--- src/rtl/remote_load_wb_buffer_if.sv ---
// remote_load_wb_buffer_if: response intake and integer/FP writeback signals of the
// remote load writeback buffer. The buffer sits on the slave modport; the network and
// regfile side sits on the master modport.
interface remote_load_wb_buffer_if #(
    parameter int unsigned data_width_p     = 32,
    parameter int unsigned reg_addr_width_p = 5
);
    // Response from the network
    logic                        resp_v_i;
    logic                        resp_ready_o;
    logic                        resp_float_wb_i;
    logic [reg_addr_width_p-1:0] resp_reg_id_i;
    logic                        resp_is_unsigned_i;
    logic                        resp_is_byte_i;
    logic                        resp_is_hex_i;
    logic [1:0]                  resp_part_sel_i;
    logic [data_width_p-1:0]     resp_data_i;

    // Integer regfile writeback
    logic                        int_wb_v_o;
    logic [reg_addr_width_p-1:0] int_wb_addr_o;
    logic [data_width_p-1:0]     int_wb_data_o;
    logic                        int_wb_yumi_i;

    // FP regfile writeback
    logic                        float_wb_v_o;
    logic [reg_addr_width_p-1:0] float_wb_addr_o;
    logic [data_width_p-1:0]     float_wb_data_o;
    logic                        float_wb_yumi_i;

    modport slave (
        input  resp_v_i, resp_float_wb_i, resp_reg_id_i, resp_is_unsigned_i,
               resp_is_byte_i, resp_is_hex_i, resp_part_sel_i, resp_data_i,
               int_wb_yumi_i, float_wb_yumi_i,
        output resp_ready_o, int_wb_v_o, int_wb_addr_o, int_wb_data_o,
               float_wb_v_o, float_wb_addr_o, float_wb_data_o
    );

    modport master (
        output resp_v_i, resp_float_wb_i, resp_reg_id_i, resp_is_unsigned_i,
               resp_is_byte_i, resp_is_hex_i, resp_part_sel_i, resp_data_i,
               int_wb_yumi_i, float_wb_yumi_i,
        input  resp_ready_o, int_wb_v_o, int_wb_addr_o, int_wb_data_o,
               float_wb_v_o, float_wb_addr_o, float_wb_data_o
    );
endinterface

--- src/rtl/remote_load_wb_buffer.sv ---
// remote_load_wb_buffer: in-order FIFO of remote load responses feeding the integer and
// FP regfile writeback ports. Raw response fields are stored; byte/halfword alignment and
// sign/zero extension are applied combinationally on the head entry.
// Build macro REMOTE_LOAD_WB_BYPASS_EN: an arriving response is presented on the
// writeback outputs in the same cycle when the buffer is empty (default: registered only).
module remote_load_wb_buffer #(
    parameter int unsigned els_p            = 2,
    parameter int unsigned data_width_p     = 32,
    parameter int unsigned reg_addr_width_p = 5
) (
    input logic                    clk_i,
    input logic                    reset_n_i,
    remote_load_wb_buffer_if.slave bus
);
    localparam int unsigned PtrW = $clog2(els_p);
    localparam int unsigned CntW = PtrW + 1;

    // Entry storage (no reset: contents are only meaningful below r_count)
    logic [data_width_p-1:0]     r_data     [els_p];
    logic [reg_addr_width_p-1:0] r_reg_id   [els_p];
    logic                        r_float    [els_p];
    logic                        r_unsigned [els_p];
    logic                        r_byte     [els_p];
    logic                        r_hex      [els_p];
    logic [1:0]                  r_part_sel [els_p];

    logic [PtrW-1:0] r_wr_ptr;
    logic [PtrW-1:0] r_rd_ptr;
    logic [CntW-1:0] r_count;

    logic w_empty;
    logic w_full;
    logic w_enq;
    logic w_yumi;
    logic w_wr;
    logic w_rd;

    logic                        w_head_v;
    logic                        w_head_float;
    logic                        w_head_unsigned;
    logic                        w_head_byte;
    logic                        w_head_hex;
    logic [1:0]                  w_head_part;
    logic [reg_addr_width_p-1:0] w_head_reg_id;
    logic [data_width_p-1:0]     w_head_data;
    logic [data_width_p-1:0]     w_int_data;
    logic [7:0]                  w_byte;
    logic [15:0]                 w_hex;

    assign w_empty = (r_count == '0);
    assign w_full  = (r_count == CntW'(els_p));
    assign w_enq   = bus.resp_v_i & ~w_full;
    assign w_yumi  = bus.int_wb_yumi_i | bus.float_wb_yumi_i;
    assign w_rd    = w_yumi & ~w_empty;

`ifdef REMOTE_LOAD_WB_BYPASS_EN
    // A response consumed while bypassing an empty buffer never occupies a slot.
    assign w_wr = w_enq & ~(w_empty & w_yumi);
`else
    assign w_wr = w_enq;
`endif

    assign bus.resp_ready_o = ~w_full;

    // Select the head entry: stored slot, or the arriving response when bypassing.
    always_comb begin
        w_head_v        = ~w_empty;
        w_head_float    = r_float[r_rd_ptr];
        w_head_unsigned = r_unsigned[r_rd_ptr];
        w_head_byte     = r_byte[r_rd_ptr];
        w_head_hex      = r_hex[r_rd_ptr];
        w_head_part     = r_part_sel[r_rd_ptr];
        w_head_reg_id   = r_reg_id[r_rd_ptr];
        w_head_data     = r_data[r_rd_ptr];
`ifdef REMOTE_LOAD_WB_BYPASS_EN
        if (w_empty) begin
            w_head_v        = bus.resp_v_i & reset_n_i;
            w_head_float    = bus.resp_float_wb_i;
            w_head_unsigned = bus.resp_is_unsigned_i;
            w_head_byte     = bus.resp_is_byte_i;
            w_head_hex      = bus.resp_is_hex_i;
            w_head_part     = bus.resp_part_sel_i;
            w_head_reg_id   = bus.resp_reg_id_i;
            w_head_data     = bus.resp_data_i;
        end
`endif
    end

    // Pointer and occupancy tracking; reset discards every buffered entry.
    always_ff @(posedge clk_i or negedge reset_n_i) begin
        if (!reset_n_i) begin
            r_wr_ptr <= '0;
            r_rd_ptr <= '0;
            r_count  <= '0;
        end else begin
            if (w_wr) begin
                r_wr_ptr <= r_wr_ptr + PtrW'(1);
            end
            if (w_rd) begin
                r_rd_ptr <= r_rd_ptr + PtrW'(1);
            end
            case ({w_wr, w_rd})
                2'b10:   r_count <= r_count + CntW'(1);
                2'b01:   r_count <= r_count - CntW'(1);
                default: r_count <= r_count;
            endcase
        end
    end

    // Capture raw response fields into the tail slot.
    always_ff @(posedge clk_i) begin
        if (w_wr) begin
            r_data[r_wr_ptr]     <= bus.resp_data_i;
            r_reg_id[r_wr_ptr]   <= bus.resp_reg_id_i;
            r_float[r_wr_ptr]    <= bus.resp_float_wb_i;
            r_unsigned[r_wr_ptr] <= bus.resp_is_unsigned_i;
            r_byte[r_wr_ptr]     <= bus.resp_is_byte_i;
            r_hex[r_wr_ptr]      <= bus.resp_is_hex_i;
            r_part_sel[r_wr_ptr] <= bus.resp_part_sel_i;
        end
    end

    // Align and extend sub-word integer loads; byte takes priority over halfword.
    always_comb begin
        w_byte     = w_head_data[{w_head_part, 3'b000} +: 8];
        w_hex      = w_head_data[{w_head_part[1], 4'b0000} +: 16];
        w_int_data = w_head_data;
        if (w_head_byte) begin
            w_int_data = {{(data_width_p-8){~w_head_unsigned & w_byte[7]}}, w_byte};
        end else if (w_head_hex) begin
            w_int_data = {{(data_width_p-16){~w_head_unsigned & w_hex[15]}}, w_hex};
        end
    end

    assign bus.int_wb_v_o      = w_head_v & ~w_head_float;
    assign bus.int_wb_addr_o   = w_head_reg_id;
    assign bus.int_wb_data_o   = w_int_data;
    assign bus.float_wb_v_o    = w_head_v & w_head_float;
    assign bus.float_wb_addr_o = w_head_reg_id;
    assign bus.float_wb_data_o = w_head_data;

    // Consuming a port requires that port's valid in the same cycle.
    a_int_yumi_v: assert property (@(posedge clk_i) disable iff (!reset_n_i)
        bus.int_wb_yumi_i |-> bus.int_wb_v_o);
    a_float_yumi_v: assert property (@(posedge clk_i) disable iff (!reset_n_i)
        bus.float_wb_yumi_i |-> bus.float_wb_v_o);
    // FP loads are whole-word only.
    a_float_no_subword: assert property (@(posedge clk_i) disable iff (!reset_n_i)
        (bus.resp_v_i & bus.resp_float_wb_i) |-> ~(bus.resp_is_byte_i | bus.resp_is_hex_i));
endmodule

--- src/flat_wrapper.sv ---
// flat-port wrapper written by rule: the top's interface ports become plain ports
module remote_load_wb_buffer_flat 
#(
    parameter int unsigned els_p            = 2,
    parameter int unsigned data_width_p     = 32,
    parameter int unsigned reg_addr_width_p = 5
)
  (clk_i, reset_n_i, bus_resp_v_i, bus_resp_float_wb_i, bus_resp_reg_id_i, bus_resp_is_unsigned_i, bus_resp_is_byte_i, bus_resp_is_hex_i, bus_resp_part_sel_i, bus_resp_data_i, bus_int_wb_yumi_i, bus_float_wb_yumi_i, bus_resp_ready_o, bus_int_wb_v_o, bus_int_wb_addr_o, bus_int_wb_data_o, bus_float_wb_v_o, bus_float_wb_addr_o, bus_float_wb_data_o);
  remote_load_wb_buffer_if #(.data_width_p(data_width_p), .reg_addr_width_p(reg_addr_width_p)) bus_i ();
  input logic clk_i;
  input logic reset_n_i;
  input wire logic [$bits(bus_i.resp_v_i)-1:0] bus_resp_v_i;
  input wire logic [$bits(bus_i.resp_float_wb_i)-1:0] bus_resp_float_wb_i;
  input wire logic [$bits(bus_i.resp_reg_id_i)-1:0] bus_resp_reg_id_i;
  input wire logic [$bits(bus_i.resp_is_unsigned_i)-1:0] bus_resp_is_unsigned_i;
  input wire logic [$bits(bus_i.resp_is_byte_i)-1:0] bus_resp_is_byte_i;
  input wire logic [$bits(bus_i.resp_is_hex_i)-1:0] bus_resp_is_hex_i;
  input wire logic [$bits(bus_i.resp_part_sel_i)-1:0] bus_resp_part_sel_i;
  input wire logic [$bits(bus_i.resp_data_i)-1:0] bus_resp_data_i;
  input wire logic [$bits(bus_i.int_wb_yumi_i)-1:0] bus_int_wb_yumi_i;
  input wire logic [$bits(bus_i.float_wb_yumi_i)-1:0] bus_float_wb_yumi_i;
  output wire logic [$bits(bus_i.resp_ready_o)-1:0] bus_resp_ready_o;
  output wire logic [$bits(bus_i.int_wb_v_o)-1:0] bus_int_wb_v_o;
  output wire logic [$bits(bus_i.int_wb_addr_o)-1:0] bus_int_wb_addr_o;
  output wire logic [$bits(bus_i.int_wb_data_o)-1:0] bus_int_wb_data_o;
  output wire logic [$bits(bus_i.float_wb_v_o)-1:0] bus_float_wb_v_o;
  output wire logic [$bits(bus_i.float_wb_addr_o)-1:0] bus_float_wb_addr_o;
  output wire logic [$bits(bus_i.float_wb_data_o)-1:0] bus_float_wb_data_o;
  assign bus_i.resp_v_i = bus_resp_v_i;
  assign bus_i.resp_float_wb_i = bus_resp_float_wb_i;
  assign bus_i.resp_reg_id_i = bus_resp_reg_id_i;
  assign bus_i.resp_is_unsigned_i = bus_resp_is_unsigned_i;
  assign bus_i.resp_is_byte_i = bus_resp_is_byte_i;
  assign bus_i.resp_is_hex_i = bus_resp_is_hex_i;
  assign bus_i.resp_part_sel_i = bus_resp_part_sel_i;
  assign bus_i.resp_data_i = bus_resp_data_i;
  assign bus_i.int_wb_yumi_i = bus_int_wb_yumi_i;
  assign bus_i.float_wb_yumi_i = bus_float_wb_yumi_i;
  assign bus_resp_ready_o = bus_i.resp_ready_o;
  assign bus_int_wb_v_o = bus_i.int_wb_v_o;
  assign bus_int_wb_addr_o = bus_i.int_wb_addr_o;
  assign bus_int_wb_data_o = bus_i.int_wb_data_o;
  assign bus_float_wb_v_o = bus_i.float_wb_v_o;
  assign bus_float_wb_addr_o = bus_i.float_wb_addr_o;
  assign bus_float_wb_data_o = bus_i.float_wb_data_o;
  remote_load_wb_buffer #(.els_p(els_p), .data_width_p(data_width_p), .reg_addr_width_p(reg_addr_width_p)) u_core (.clk_i(clk_i), .reset_n_i(reset_n_i), .bus(bus_i));
endmodule
--- config.mk ---
export PLATFORM = sky130hd
export DESIGN_NAME = remote_load_wb_buffer_flat
export DESIGN_NICKNAME = d
export VERILOG_FILES = /design/src/rtl/remote_load_wb_buffer_if.sv /design/src/rtl/remote_load_wb_buffer.sv /design/src/flat_wrapper.sv
export SDC_FILE = /design/constraint.sdc
export NUM_CORES = 1
export LEC_CHECK = 0
export ABC_AREA = 1
export BUFFER_PORTS_ARGS = -buffer_cell sky130_fd_sc_hd__buf_2
export CAP_MARGIN = 5
export CORE_MARGIN = 4
export CORE_UTILIZATION = 53
export CTS_CLUSTER_DIAMETER = 50
export DETAILED_ROUTE_END_ITERATION = 10
export GPL_TIMING_DRIVEN = 0
export PLACE_DENSITY = 0.89
export SETUP_SLACK_MARGIN = 0.15
export SYNTH_ARGS = -nofsm -noshare
export SYNTH_HDL_FRONTEND = slang
export SYNTH_SLANG_ARGS = --single-unit
--- constraint.sdc ---
create_clock -name clk_i -period 3.9 [get_ports clk_i]
set_clock_uncertainty 0.2 [all_clocks]
set_input_delay 1.17 -clock clk_i [delete_from_list [all_inputs] [get_ports clk_i]]
set_output_delay 1.17 -clock clk_i [all_outputs]
set_load 0.02 [all_outputs]
Yosys cells after proc, flatten, opt, wreduce, memory -nomap -nowiden
Memory sizes are Yosys's and may differ from the RTL's.
Cells that the tools add are included.
- bits of input ports: 48
- memories: 7
- register bits: 4
- RAM bits: 86
- bitwise gates (word level): 11
- shift operators: 2
- add/sub/neg operators: 4
- muxes and demuxes: 5
- equal/unequal tests: 3
- reduce and logical (&&, ||, !) cells: 2
- memories (memory ; words ; bits a word ; read ports ; clocked after memory_dff ; wr ports ; line ; RTL):
    u_core.r_data ; 2 ; 32 ; 1 ; 0 ; 1 ; remote_load_wb_buffer.sv:19 ; logic [data_width_p-1:0] r_data [els_p];
    u_core.r_reg_id ; 2 ; 5 ; 1 ; 0 ; 1 ; remote_load_wb_buffer.sv:20 ; logic [reg_addr_width_p-1:0] r_reg_id [els_p];
    u_core.r_part_sel ; 2 ; 2 ; 1 ; 0 ; 1 ; remote_load_wb_buffer.sv:25 ; logic [1:0] r_part_sel [els_p];
    u_core.r_byte ; 2 ; 1 ; 1 ; 0 ; 1 ; remote_load_wb_buffer.sv:23 ; logic r_byte [els_p];
    u_core.r_float ; 2 ; 1 ; 1 ; 0 ; 1 ; remote_load_wb_buffer.sv:21 ; logic r_float [els_p];
    u_core.r_hex ; 2 ; 1 ; 1 ; 0 ; 1 ; remote_load_wb_buffer.sv:24 ; logic r_hex [els_p];
    +1 memories ; -- ; -- ; -- ; -- ; -- ; -- ;
- operators by type and width (operator ; count):
    $mux W32 ; 2
    $shiftx A32 B6 Y16 ; 1
    $shiftx A32 B6 Y8 ; 1
    $and A1 B1 Y1 ; 6
    $eq A2 B2 Y1 const B ; 2
    $not A1 Y1 ; 4
    $pmux W2 S2 ; 1
    $add A1 B1 Y1 const B ; 2
    $add A2 B1 Y2 const B ; 1
    $eq A2 B1 Y1 const B ; 1
    $logic_not A2 Y1 ; 1
    $mux W1 ; 2
    $reduce_bool A2 Y1 ; 1
    $sub A2 B1 Y2 const B ; 1
    $or A1 B1 Y1 ; 1

Depth between registers and ports, before layout
Gate-level depths: netlist of run 1.
- word-level depth: 5
- depth in mapped cells: 10
- gate-level depth less buffers: 9

Least setup slack after synthesis of run 1
Ideal clock, no wire load.
- kind: input port to flip-flop
- start: in bus_resp_v_i
- end: mem u_core.r_byte[1] (enable)
- buffers on the path: 0
- data arrival time: 3102 ps
- setup slack: 153 ps
- cell stages on the path: 2
- cell sequence: nand2_1 > nor2_1
- cells in the longest elaborated chain, start to end: 3
- RTL lines (element ; line ; RTL):
    start: declaration ; flat_wrapper.sv:12 ; input wire logic [$bits(bus_i.resp_v_i)-1:0] bus_resp_v_i;
    $and A1 B1 Y1 ; remote_load_wb_buffer.sv:52 ; assign w_enq = bus.resp_v_i & ~w_full;
    $mux W1 ; remote_load_wb_buffer.sv:112 ; if (w_wr) begin
    $mux W1 (not written as such) ; remote_load_wb_buffer.sv:117 ; r_byte[r_wr_ptr] <= bus.resp_is_byte_i;
    end: declaration ; remote_load_wb_buffer.sv:23 ;
No other way between the ends.

Worst setup path in the final report of run 1
- start: reg u_core.r_rd_ptr
- end: out bus_int_wb_data_o[6]
- cells in the longest elaborated chain, start to end: 4
- RTL lines (element ; line ; RTL):
    start: declaration ; remote_load_wb_buffer.sv:28 ; logic [PtrW-1:0] r_rd_ptr;
    start signal: assignment ; remote_load_wb_buffer.sv:100 ; r_rd_ptr <= r_rd_ptr + PtrW'(1);
    $mem_v2 Z2 W32 / $mem_v2 Z2 W2 (equally long branches) ; -- ;
    $shiftx A32 B6 Y16 ; remote_load_wb_buffer.sv:126 ; w_hex = w_head_data[{w_head_part[1], 4'b0000} +: 16];
    $mux W32 ; remote_load_wb_buffer.sv:130 ; end else if (w_head_hex) begin
    $mux W32 (*) ; remote_load_wb_buffer.sv:128 ; if (w_head_byte) begin
    end: declaration ; flat_wrapper.sv:25 ; output wire logic [$bits(bus_i.int_wb_data_o)-1:0] bus_int_wb_data_o;
Every way passes the cells marked *; elsewhere a longest branch is shown, timed or not.

==> results of run 1 <==
[logic make-up (layout without fill, tap and decap cells)]
logic type,after synthesis,after routing
AND/OR/NAND/NOR,255,255
buffers and inverters,103,245
flip-flops,90,90
AO/OA/AOI/OAI,51,51
XOR/XNOR,3,3
adder cells (fa/ha/maj),1,1
[layout make-up]
cell class	instances	area share, %
repair buffers	126	11.9
well taps	105	2.37
clock buffers	10	2.30
flip-flops and latches	90	48.3
clock inverters	6	1.78
plain buffers	26	3.22
multi-input cells	310	24.9
inverters	77	5.21
[through the flow]
| step | power [mW] | TNS (ns) | setup WS (ns) | hold WS, ns | cell area [um^2] |
|---|---|---|---|---|---|
| after global placement | 4.66 | -75.84 | -0.885 | 0.286 | 5270 |
| after global routing | 5.84 | 0 | 0.151 | 0.357 | 5550 |
| final | 5.43 | 0 | 0.277 | 0.325 | 5550 |
| after floorplan | 3.65 | 0 | 0.153 | 0.269 | 4520 |
| after detailed placement | 4.73 | 0 | 0.693 | 0.304 | 5330 |
| after CTS | 5.45 | 0 | 0.286 | 0.318 | 5550 |
[repair_timing]
action | in CTS | in global routing
setup endpoints to repair | 0 | 1
gates resized for setup | 0 | 1
endpoints found under the hold margin | 0 | 0
[path summary, 6_finish.rpt]
check                                        to  slack [ns]  depth (start not counted)
min in group asynchronous       u_core.r_wr_ptr        0.39                          1
min                           u_core.r_count[1]        0.32                          1
max in group asynchronous     u_core.r_count[0]        3.00                          1
min reg2reg                   u_core.r_count[1]        0.32                          1
max                        bus_int_wb_data_o[6]        0.28                          9
max reg2reg                 u_core.r_data[1][3]        1.94                          5
[metal layers]
metal | up-vias | share of wire [%]
met5 | - | 0
li1 | 1865 | -
met2 | 148 | 51
met4 | 0 | 1.7
met3 | 18 | 7.9
met1 | 1766 | 40
[registers in the layout, summed over array words and instances (netlist names)]
register / flops
u_core.r_byte: 2
u_core.r_count: 2
u_core.r_part_sel: 4
u_core.r_float: 2
u_core.r_unsigned: 2
u_core.r_rd_ptr: 1
u_core.r_reg_id: 10
u_core.r_data: 64
u_core.r_hex: 2
u_core.r_wr_ptr: 1
[power breakdown]
group | leakage (nW) | switching (mW) | internal, mW
Combinational | 1.85 | 2.30 | 1.02
Clock | 0.111 | 0.345 | 0.371
Sequential | 0.845 | 0.0773 | 1.32
Total | 2.80 | 2.72 | 2.71
[worst max-delay path: stages (launching register included)]
cell	delay, ns
dfrtp_1	0.46
buf_4	0.21
buf_2	0.19
o21ai_0	0.52
nand2_1	0.10
nand3_1	0.09
nand2_1	0.06
nand2_1	0.05
nand2_1	0.06
buf_2	0.16
[cells in the mapped netlist, drive strengths merged]
cell type	count
or2	3
clkbuf	2
nand3	18
edfxtp	86
xor2	1
xnor2	2
nor2	8
dfrtp	4
nand2	226
inv	77
a21oi	2
ha	1
o211ai	14
o21ai	35
buf	24
[placed cells by master (no fill, tap or decap), types with 2 or more instances in the layout]
cell type  count
nand2_1      223
buf_12         2
clkbuf_1       3
nand3_1       16
buf_6          5
a21oi_1        2
dfrtp_1        4
o21ai_2        2
o21ai_0       28
bufinv_16      2
buf_2        135
buf_4          8
inv_2          3
inv_1         74
o21ai_1        4
inv_8          2
clkbuf_8       9
nand2_2        3
xnor2_1        2
or2_1          2
nor2_1         6
o211ai_1      14
nand3_4        2
edfxtp_1      86
nor2_4         2
==> metrics.yaml, run 1 <==
run_status:
  outcome: "completed"
logic_synthesis:
  ys_ff_latch: 90
  synth_top_family_by_area: "simple AND/OR/NAND/NOR gates"
  syn_inst: 503
  ys_top_cells_by_area: "edfxtp_1 57%, nand2_1 19%, inv_1 6.1%"
  synthAdderAreaFrac_pct: 0.277
  syn_area_per_cell_um2: 8.98
  syn_area_um2: 4520
  synth_fp_nets: 552
  yosys.area_share.simple_pct: 22.6
  synthMuxAreaShare_pct: 0
  synth.top_cell.area_share_pct: 57.2
  synthXorXnorAreaFrac_pct: 0.582
  seq_area_frac_synth_pct: 59.4
  ys_types: 24
  synth-compound-area-share_pct: 6.84
  synth_largest_area_cell: "edfxtp_1"
  yosys_warnings: 0
worst_setup_path:
  cp-startpoint: "u_core.r_rd_ptr"
  critPathKind: "reg -> out"
  required_ns: 2.53
  crit_path_end_kind: "primary output"
  crit_fanout: 10
  reg2reg_from: "u_core.r_count[0]"
  crit_arrival_ns: 2.25
  critPathLaunchType: "flop"
die:
  die_height_um: 100
  rows: 33
  core_um2: 8260
  dieArea_um2: 10100
  io_pins: 125
  die_w_um: 100
  start_util_pct: 54.7
finish:
  layout.nets: 689
  multiInputGateArea_um2: 1380
  final_cell_count_no_fill: 750
  regArea_um2: 2680
  area_delta_synth_final_pct: 22.9
  drive_gt1_share_pct: 27.8
  n_antenna_cell: 0
  fin_util_pct: 67.2
  fill_cells: 662
clocking:
  holdBufCountCts: 0
  postCtsSetupBuffers: 0
  insertion_delay_ns: 0.36
  clock_tree.root_cell: "clkbuf_8"
  cts.path.max_buffers: 2
  clk_pin_slew_ns: 0.09
  cts_tree: "built"
  cts_max_level: 3
  cts_buffers: 9
  clock_sinks: 90
sta:
  rsz0062_at_grt: "false"
  fin_crit_ns: 3.62
  relSlewSlack_pct: 59.2
  slew_viol_final: 0
  worstMarginPinSlew_ns: 0.606
  hold_viol: 0
  fin_crit_sh_pct: 92.9
  fmax_ghz: 0.276
  setup_viol: 0
placement:
  dp_hpwl_um: 8740
  port-buffer-count: 124
  gp_congestion: 0.861
  dp_cells: 734
global_route:
  antenna_found_initial: 0
  grt_use_met1_pct: 30.8
  grt_pass1_wl_um: 18400
  grtUsageMet3_pct: 3.75
  grt_max_degree: 33
  track_usage_pct: 23.7
  grt_busiest_layer: "met2"
  grt_pass1_vias: 3749
  grt.overflow.total: 0
  met2_usage_pct: 40.1
routing:
  initialDrtViolationCount: 246
  postRouteAntennaNets: 0
  first_pass_iters: 5
  wl_per_cell_um: 15.4
  via_per_inst: 5.06
  via_count: 3797
  wirelength_um: 11600
  route.detailed.drc: 0
pwr:
  vdd_drop_max_mv: 0.451
  power_leakage_nw: 2.80
  power_density_nw_per_um2: 979
hold_path:
  hold_path.class: "reg -> reg"
  min_from: "u_core.r_count[1]"
job:
  maxCapViolations: 0
(Power assumes the default switching activity.)
==> run 2, diff against run 1 <==
Settings changed: RECOVER_POWER from default to 50.
==> run 2 against run 1 <==
Sequential power about the same; non-clock buffer count stayed put; cell area is 1.4% lower; die area is the same; final cell count unchanged; total power decreased by 0.65%; first-iteration DRC count down 1.2%; sequential share of layout area is 0.66 points higher; maximum frequency fell by 0.25%; clock power is essentially flat; count of clock-buffer cells in the layout is the same.
==> metrics.yaml, run 2 (synthesized netlist as in run 1, its figures left out) <==
run_status:
  outcome: "completed"  # unchanged
routing:
  route.detailed.drc: 0  # unchanged
  wirelength_um: 11600  # about the same
  postRouteAntennaNets: 0  # unchanged
  via_count: 3800  # was 3797
  wl_per_cell_um: 15.5  # was 15.4 um
  first_pass_iters: 5  # unchanged
  via_per_inst: 5.07  # was 5.06
  initialDrtViolationCount: 243  # was 246
finish:
  layout_common_cells: "223 x nand2_1, 111 x buf_2, 86 x edfxtp_1"  # was 223 x nand2_1, 135 x buf_2, 86 x edfxtp_1
  drive_gt1_share_pct: 23.7  # was 27.8%
  largest_register_ffs: 64  # unchanged
  fill_cells: 683  # was 662
  largestRegisters: "u_core.r_data (64), u_core.r_reg_id (10), u_core.r_part_sel (4)"  # unchanged
  layout_commonest_cell: "nand2_1"  # unchanged
  final_cell_count_no_fill: 750  # unchanged
  area_delta_synth_final_pct: 21.2  # was 22.9%
  n_antenna_cell: 0  # unchanged
  layout.nets: 689  # unchanged
  regMostFlops: "u_core.r_data"  # unchanged
clocking:
  postCtsSetupBuffers: 0  # unchanged
  cts_buffers: 9  # unchanged
  clock_sinks: 90  # unchanged
  clk_pin_slew_ns: 0.09  # about the same
  insertion_delay_ns: 0.35  # was 0.36 ns
  clock_tree.root_cell: "clkbuf_8"  # unchanged
  cts_tree: "built"  # unchanged
  cts.path.max_buffers: 2  # unchanged
  cts_max_level: 3  # unchanged
pwr:
  power_leakage_nw: 2.73  # was 2.80 nW
  pwr-share-comb_pct: 60.8  # was 61.1%
  switchingPower_mw: 2.71  # was 2.72 mW
  seqPwrFrac_pct: 25.9  # was 25.7%
  total_power_mw: 5.40  # was 5.43 mW
  clkPwrFrac_pct: 13.3  # was 13.2%
  power_density_nw_per_um2: 986  # was 979 nW/um^2
  vdd_drop_max_mv: 0.450  # was 0.451 mV
  netSwitchingFraction_pct: 50.2  # was 50.1%
  p_int_mw: 2.69  # was 2.71 mW
sta:
  slew_viol_final: 0  # unchanged
  fin_crit_sh_pct: 93.1  # was 92.9%
  relSlewSlack_pct: 25.6  # was 59.2%
  hold_viol: 0  # unchanged
  setup_viol: 0  # unchanged
  fmax_ghz: 0.275  # was 0.276 GHz
  rsz0062_at_grt: "false"  # unchanged
  worstMarginPinSlew_ns: 1.11  # was 0.606 ns
  fin_crit_ns: 3.63  # was 3.62 ns
global_route:
  track_usage_pct: 23.7  # unchanged
  grt_pass1_vias: 3749  # unchanged
  grt_pass1_wl_um: 18400  # unchanged
  grt.overflow.total: 0  # unchanged
  grt_max_degree: 33  # unchanged
  antenna_found_initial: 0  # unchanged
hold_path:
  holdPathEnd: "u_core.r_count[1]"  # unchanged
  hold_depth: 1  # unchanged
  hold_path.class: "reg -> reg"  # unchanged
  min_from: "u_core.r_count[1]"  # unchanged
die:
  core_um2: 8260  # unchanged
  start_util_pct: 54.7  # unchanged
  die_w_um: 100  # unchanged
  dieArea_um2: 10100  # unchanged
  rows: 33  # unchanged
  die_height_um: 100  # unchanged
  io_pins: 125  # unchanged
worst_setup_path:
  crit_path_end_kind: "primary output"  # unchanged
  critPathMaxStageDelay_ns: 0.53  # was 0.52 ns
  critPathKind: "reg -> out"  # unchanged
  crit_arrival_ns: 2.26  # was 2.25 ns
  reg2regPathDepth: 5  # unchanged
  reg2reg_from: "u_core.r_count[0]"  # unchanged
  worst_path_dominant_cell_family: "buffers and inverters"  # unchanged
  r2r_end: "u_core.r_data[1][3]"  # unchanged
  crit_buf_inv: 3  # unchanged
  critPathLaunchType: "flop"  # unchanged
  cp-startpoint: "u_core.r_rd_ptr"  # unchanged
  r2r_setup_slack_ns: 0.94  # was 1.94 ns
  critPathMostFrequentCell: "nand2_1"  # unchanged
  required_ns: 2.53  # about the same
  crit_fanout: 10  # unchanged
  crit_path_cell_trace: "buf_4, buf_2, o21ai_0, nand2_1, nand3_1, nand2_1, nand2_1, nand2_1, buf_2"  # unchanged
  crit_slowest_cell: "o21ai_0"  # unchanged
placement:
  dp_hpwl_um: 8740  # unchanged
  gp_congestion: 0.861  # unchanged
  dp_cells: 734  # unchanged
  port-buffer-count: 124  # unchanged
job:
  maxCapViolations: 0  # unchanged
-- run 2: cell types whose count changed in the layout (fill, tap and decap cells not counted) --
cell,previous run,this run
clkbuf_2,0,2
buf_12,2,0
clkbuf_1,3,27
buf_2,135,111
nor2_4,2,0
nor2_1,6,8
-- run 2: final cells by class --
class / instances / area (um^2) / area share, %
plain buffers: 26 / 179 / 3.27
clock buffers: 10 / 128 / 2.33
clock inverters: 6 / 98.8 / 1.80
inverters: 77 / 289 / 5.28
multi-input cells: 310 / 1370 / 25.0
flip-flops and latches: 90 / 2680 / 49.0
well taps: 105 / 131 / 2.40
repair buffers: 126 / 601 / 11.0
-- run 2: through the flow --
step                      worst slack (ns)  area [um^2]  TNS (ns)  hold WS (ns)  utilization (%)
after floorplan                      0.153         4520         0         0.269                -
after global placement              -0.885         5270    -75.84         0.286             63.8
after detailed placement             0.693         5330         0         0.304             64.5
after CTS                            0.286         5550         0         0.318             67.2
after global routing                 0.151         5480         0         0.357             66.3
final                                0.268         5480         0         0.324             66.3
-- run 2: layer usage --
| metal | vias to the layer above | share of wire [%] | global-route usage [%] |
|---|---|---|---|
| met1 | 1763 | 40 | 30.8 |
| met3 | 19 | 7.6 | 3.75 |
| met4 | 0 | 1.7 | 8.81 |
| met2 | 153 | 51 | 40.1 |
| li1 | 1865 | - | - |
| met5 | - | 0 | 0 |
-- run 2: repair_timing --
| action | CTS | global route |
|---|---|---|
| hold buffers | 0 | 0 |
| endpoints found under the setup margin | 0 | 1 |
| gates resized for setup | 0 | 1 |
-- run 2: worst register-to-register path: stages (launching register included) --
cell and delay, ns:
dfrtp_1 0.45, inv_1 0.06, nand2_1 0.10, nand2_1 0.11
nor2_1 0.85, clkbuf_2 0.80
-- run 2: worst max-delay path by stage --
stage	end	slack, ns	cells past startpoint
3_3_place_gp	u_core.r_data[1][22]	-0.88	3
6_report	bus_int_wb_data_o[6]	0.27	9
2_1_floorplan	u_core.r_byte[1]	0.15	2
5_1_grt	bus_int_wb_data_o[24]	0.15	11
4_1_cts	bus_int_wb_data_o[6]	0.29	9
3_5_place_dp	bus_int_wb_data_o[6]	0.69	9
-- run 2: power groups by stage --
stage	Combinational [mW]	Clock [mW]	Sequential, mW
3_5_place_dp	3.31	0	1.42
6_report	3.28	0.716	1.40
3_3_place_gp	3.23	0	1.43
4_1_cts	3.33	0.727	1.40
5_1_grt	3.61	0.771	1.42
2_1_floorplan	2.24	0	1.41
==> run 3, diff against run 2 <==
Settings changed: BUFFER_PORTS_ARGS -buffer_cell sky130_fd_sc_hd__buf_2 to default, CORE_UTILIZATION 53 to 63, DONT_BUFFER_PORTS from default to 1, PLACE_DENSITY 0.89 to 0.87.
==> run 3 against run 2 <==
Maximum frequency up 2.1%; final cell count down 18%; cell area down 11%; die area down 15%; sequential share of layout area up 6.3 points; highest routed layer unchanged.
==> metrics.yaml, run 3 (synthesized netlist as in run 1, its figures left out) <==
sta:
  fmax_ghz: 0.281  # was 0.275 GHz
  rsz0062_at_grt: "false"  # unchanged
  worstMarginPinSlew_ns: 1.08  # was 1.11 ns
  hold_slack_ns: 0.299  # was 0.324 ns
  post-route-worst-setup-slack_ns: 0.344  # was 0.268 ns
  fin_crit_ns: 3.56  # was 3.63 ns
  relSlewSlack_pct: 27.7  # was 25.6%
  fin_crit_sh_pct: 91.2  # was 93.1%
  setup_viol: 0  # unchanged
  hold_viol: 0  # unchanged
  slew_viol_final: 0  # unchanged
finish:
  layout_commonest_cell: "nand2_1"  # unchanged
  fill_cells: 527  # was 683
  largestRegisters: "u_core.r_data (64), u_core.r_reg_id (10), u_core.r_part_sel (4)"  # unchanged
  regMostFlops: "u_core.r_data"  # unchanged
  layout_common_cells: "223 x nand2_1, 86 x edfxtp_1, 74 x inv_1"  # was 223 x nand2_1, 111 x buf_2, 86 x edfxtp_1
  largest_register_ffs: 64  # unchanged
  n_antenna_cell: 0  # unchanged
  drive_gt1_share_pct: 10.2  # was 23.7%
  area_delta_synth_final_pct: 7.31  # was 21.2%
  layout.nets: 565  # was 689
global_route:
  grt_pass1_vias: 3216  # was 3749
  grt.overflow.total: 0  # unchanged
  track_usage_pct: 25.4  # was 23.7%
  grt_max_degree: 33  # unchanged
  grt_pass1_wl_um: 16500  # was 18400 um
  antenna_found_initial: 0  # unchanged
worst_setup_path:
  critPathLaunchType: "flop"  # unchanged
  critPathKind: "reg -> out"  # unchanged
  crit_arrival_ns: 2.19  # was 2.26 ns
  crit_path_end_kind: "primary output"  # unchanged
  required_ns: 2.53  # about the same
  crit_fanout: 10  # unchanged
routing:
  via_per_inst: 5.45  # was 5.07
  initialDrtViolationCount: 237  # was 243
  postRouteAntennaNets: 0  # unchanged
  route.detailed.drc: 0  # unchanged
  via_count: 3360  # was 3800
  wl_per_cell_um: 16.9  # was 15.5 um
  wirelength_um: 10400  # was 11600 um
  first_pass_iters: 6  # was 5
die:
  die_w_um: 92.7  # was 100 um
  rows: 30  # was 33
  start_util_pct: 65.8  # was 54.7%
  dieArea_um2: 8590  # was 10100 um^2
  core_um2: 6870  # was 8260 um^2
  io_pins: 125  # unchanged
  die_height_um: 92.7  # was 100 um
clocking:
  cts_max_level: 3  # unchanged
  post_cts_resized: 0  # unchanged
  cts.path.max_buffers: 2  # unchanged
  clk_pin_slew_ns: 0.09  # about the same
  holdBufCountCts: 0  # unchanged
  cts_buffers: 9  # unchanged
  postCtsSetupBuffers: 0  # unchanged
  clock_sinks: 90  # unchanged
  cts_tree: "built"  # unchanged
  clock_tree.root_cell: "clkbuf_8"  # unchanged
  insertion_delay_ns: 0.35  # about the same
placement:
  gp_congestion: 0.875  # was 0.861
  port-buffer-count: 0  # was 124
  preCtsSetupSlack_ns: 0.680  # was 0.693 ns
  dp_hpwl_um: 7780  # was 8740 um
run_status:
  outcome: "completed"  # unchanged
hold_path:
  hold_path.class: "in -> async"  # was reg -> reg
job:
  maxCapViolations: 0  # unchanged
[run 3: changes by cell type in the layout (fill, tap and decap cells not counted), sizes merged]
cell	change
buf	-100
clkbuf	-25
clkinv	+3
bufinv	-1
clkinvlp	-1
[run 3: area by class of cell]
type	instances	area, um^2	area share, %
Buffer	26	179	3.69
Timing Repair Buffer	2	10.0	0.206
Multi-Input combinational cell	310	1370	28.2
Clock inverter	7	76.3	1.57
Tap cell	96	120	2.48
Sequential cell	90	2680	55.3
Inverter	77	289	5.96
Clock buffer	9	124	2.55
[run 3: worst max-delay path: stages, from the launching register on]
cell and delay (ns):
dfrtp_1 0.47, buf_6 0.18, buf_2 0.19, o21ai_0 0.33, inv_1 0.24, o211ai_1 0.23, nand2_1 0.19
[run 3: path summary, 6_finish.rpt]
path,cells after the start,endpoint,slack [ns],from
worst max-delay path,6,bus_int_wb_data_o[12],0.34,u_core.r_rd_ptr
worst min-delay path,0,u_core.r_count[1],0.30,reset_n_i
worst max register to register,5,u_core.r_data[1][15],0.79,u_core.r_count[0]
worst min register to register,1,u_core.r_count[1],0.31,u_core.r_count[1]
max in group asynchronous,0,u_core.r_count[0],3.14,reset_n_i
min in group clk_i,1,u_core.r_count[1],0.31,u_core.r_count[1]
[run 3: routing by layer]
metal  wire length, um  vias to the layer above  part of all wire (%)  global-route usage (%)
li1                  -                     1619                     -                       -
met1              3920                     1529                    38                    31.6
met2              5050                      196                    48                    41.8
met3              1280                       16                    12                    9.18
met5                 0                        -                     0                       0
met4               182                        0                   1.7                    7.57
[run 3: through the flow]
stage	std cells	TNS [ns]	util (%)	cell area [um^2]
6_report	617	0	70.6	4850
5_1_grt	617	0	70.6	4850
4_1_cts	617	0	71.2	4890
3_5_place_dp	601	0	68.3	4690
3_3_place_gp	599	-65.82	67.5	4640
2_1_floorplan	503	0	-	4520
Power of run 3 is not shown: default switching activity piles up to over one toggle a cycle in this logic, so the estimate is an artifact.
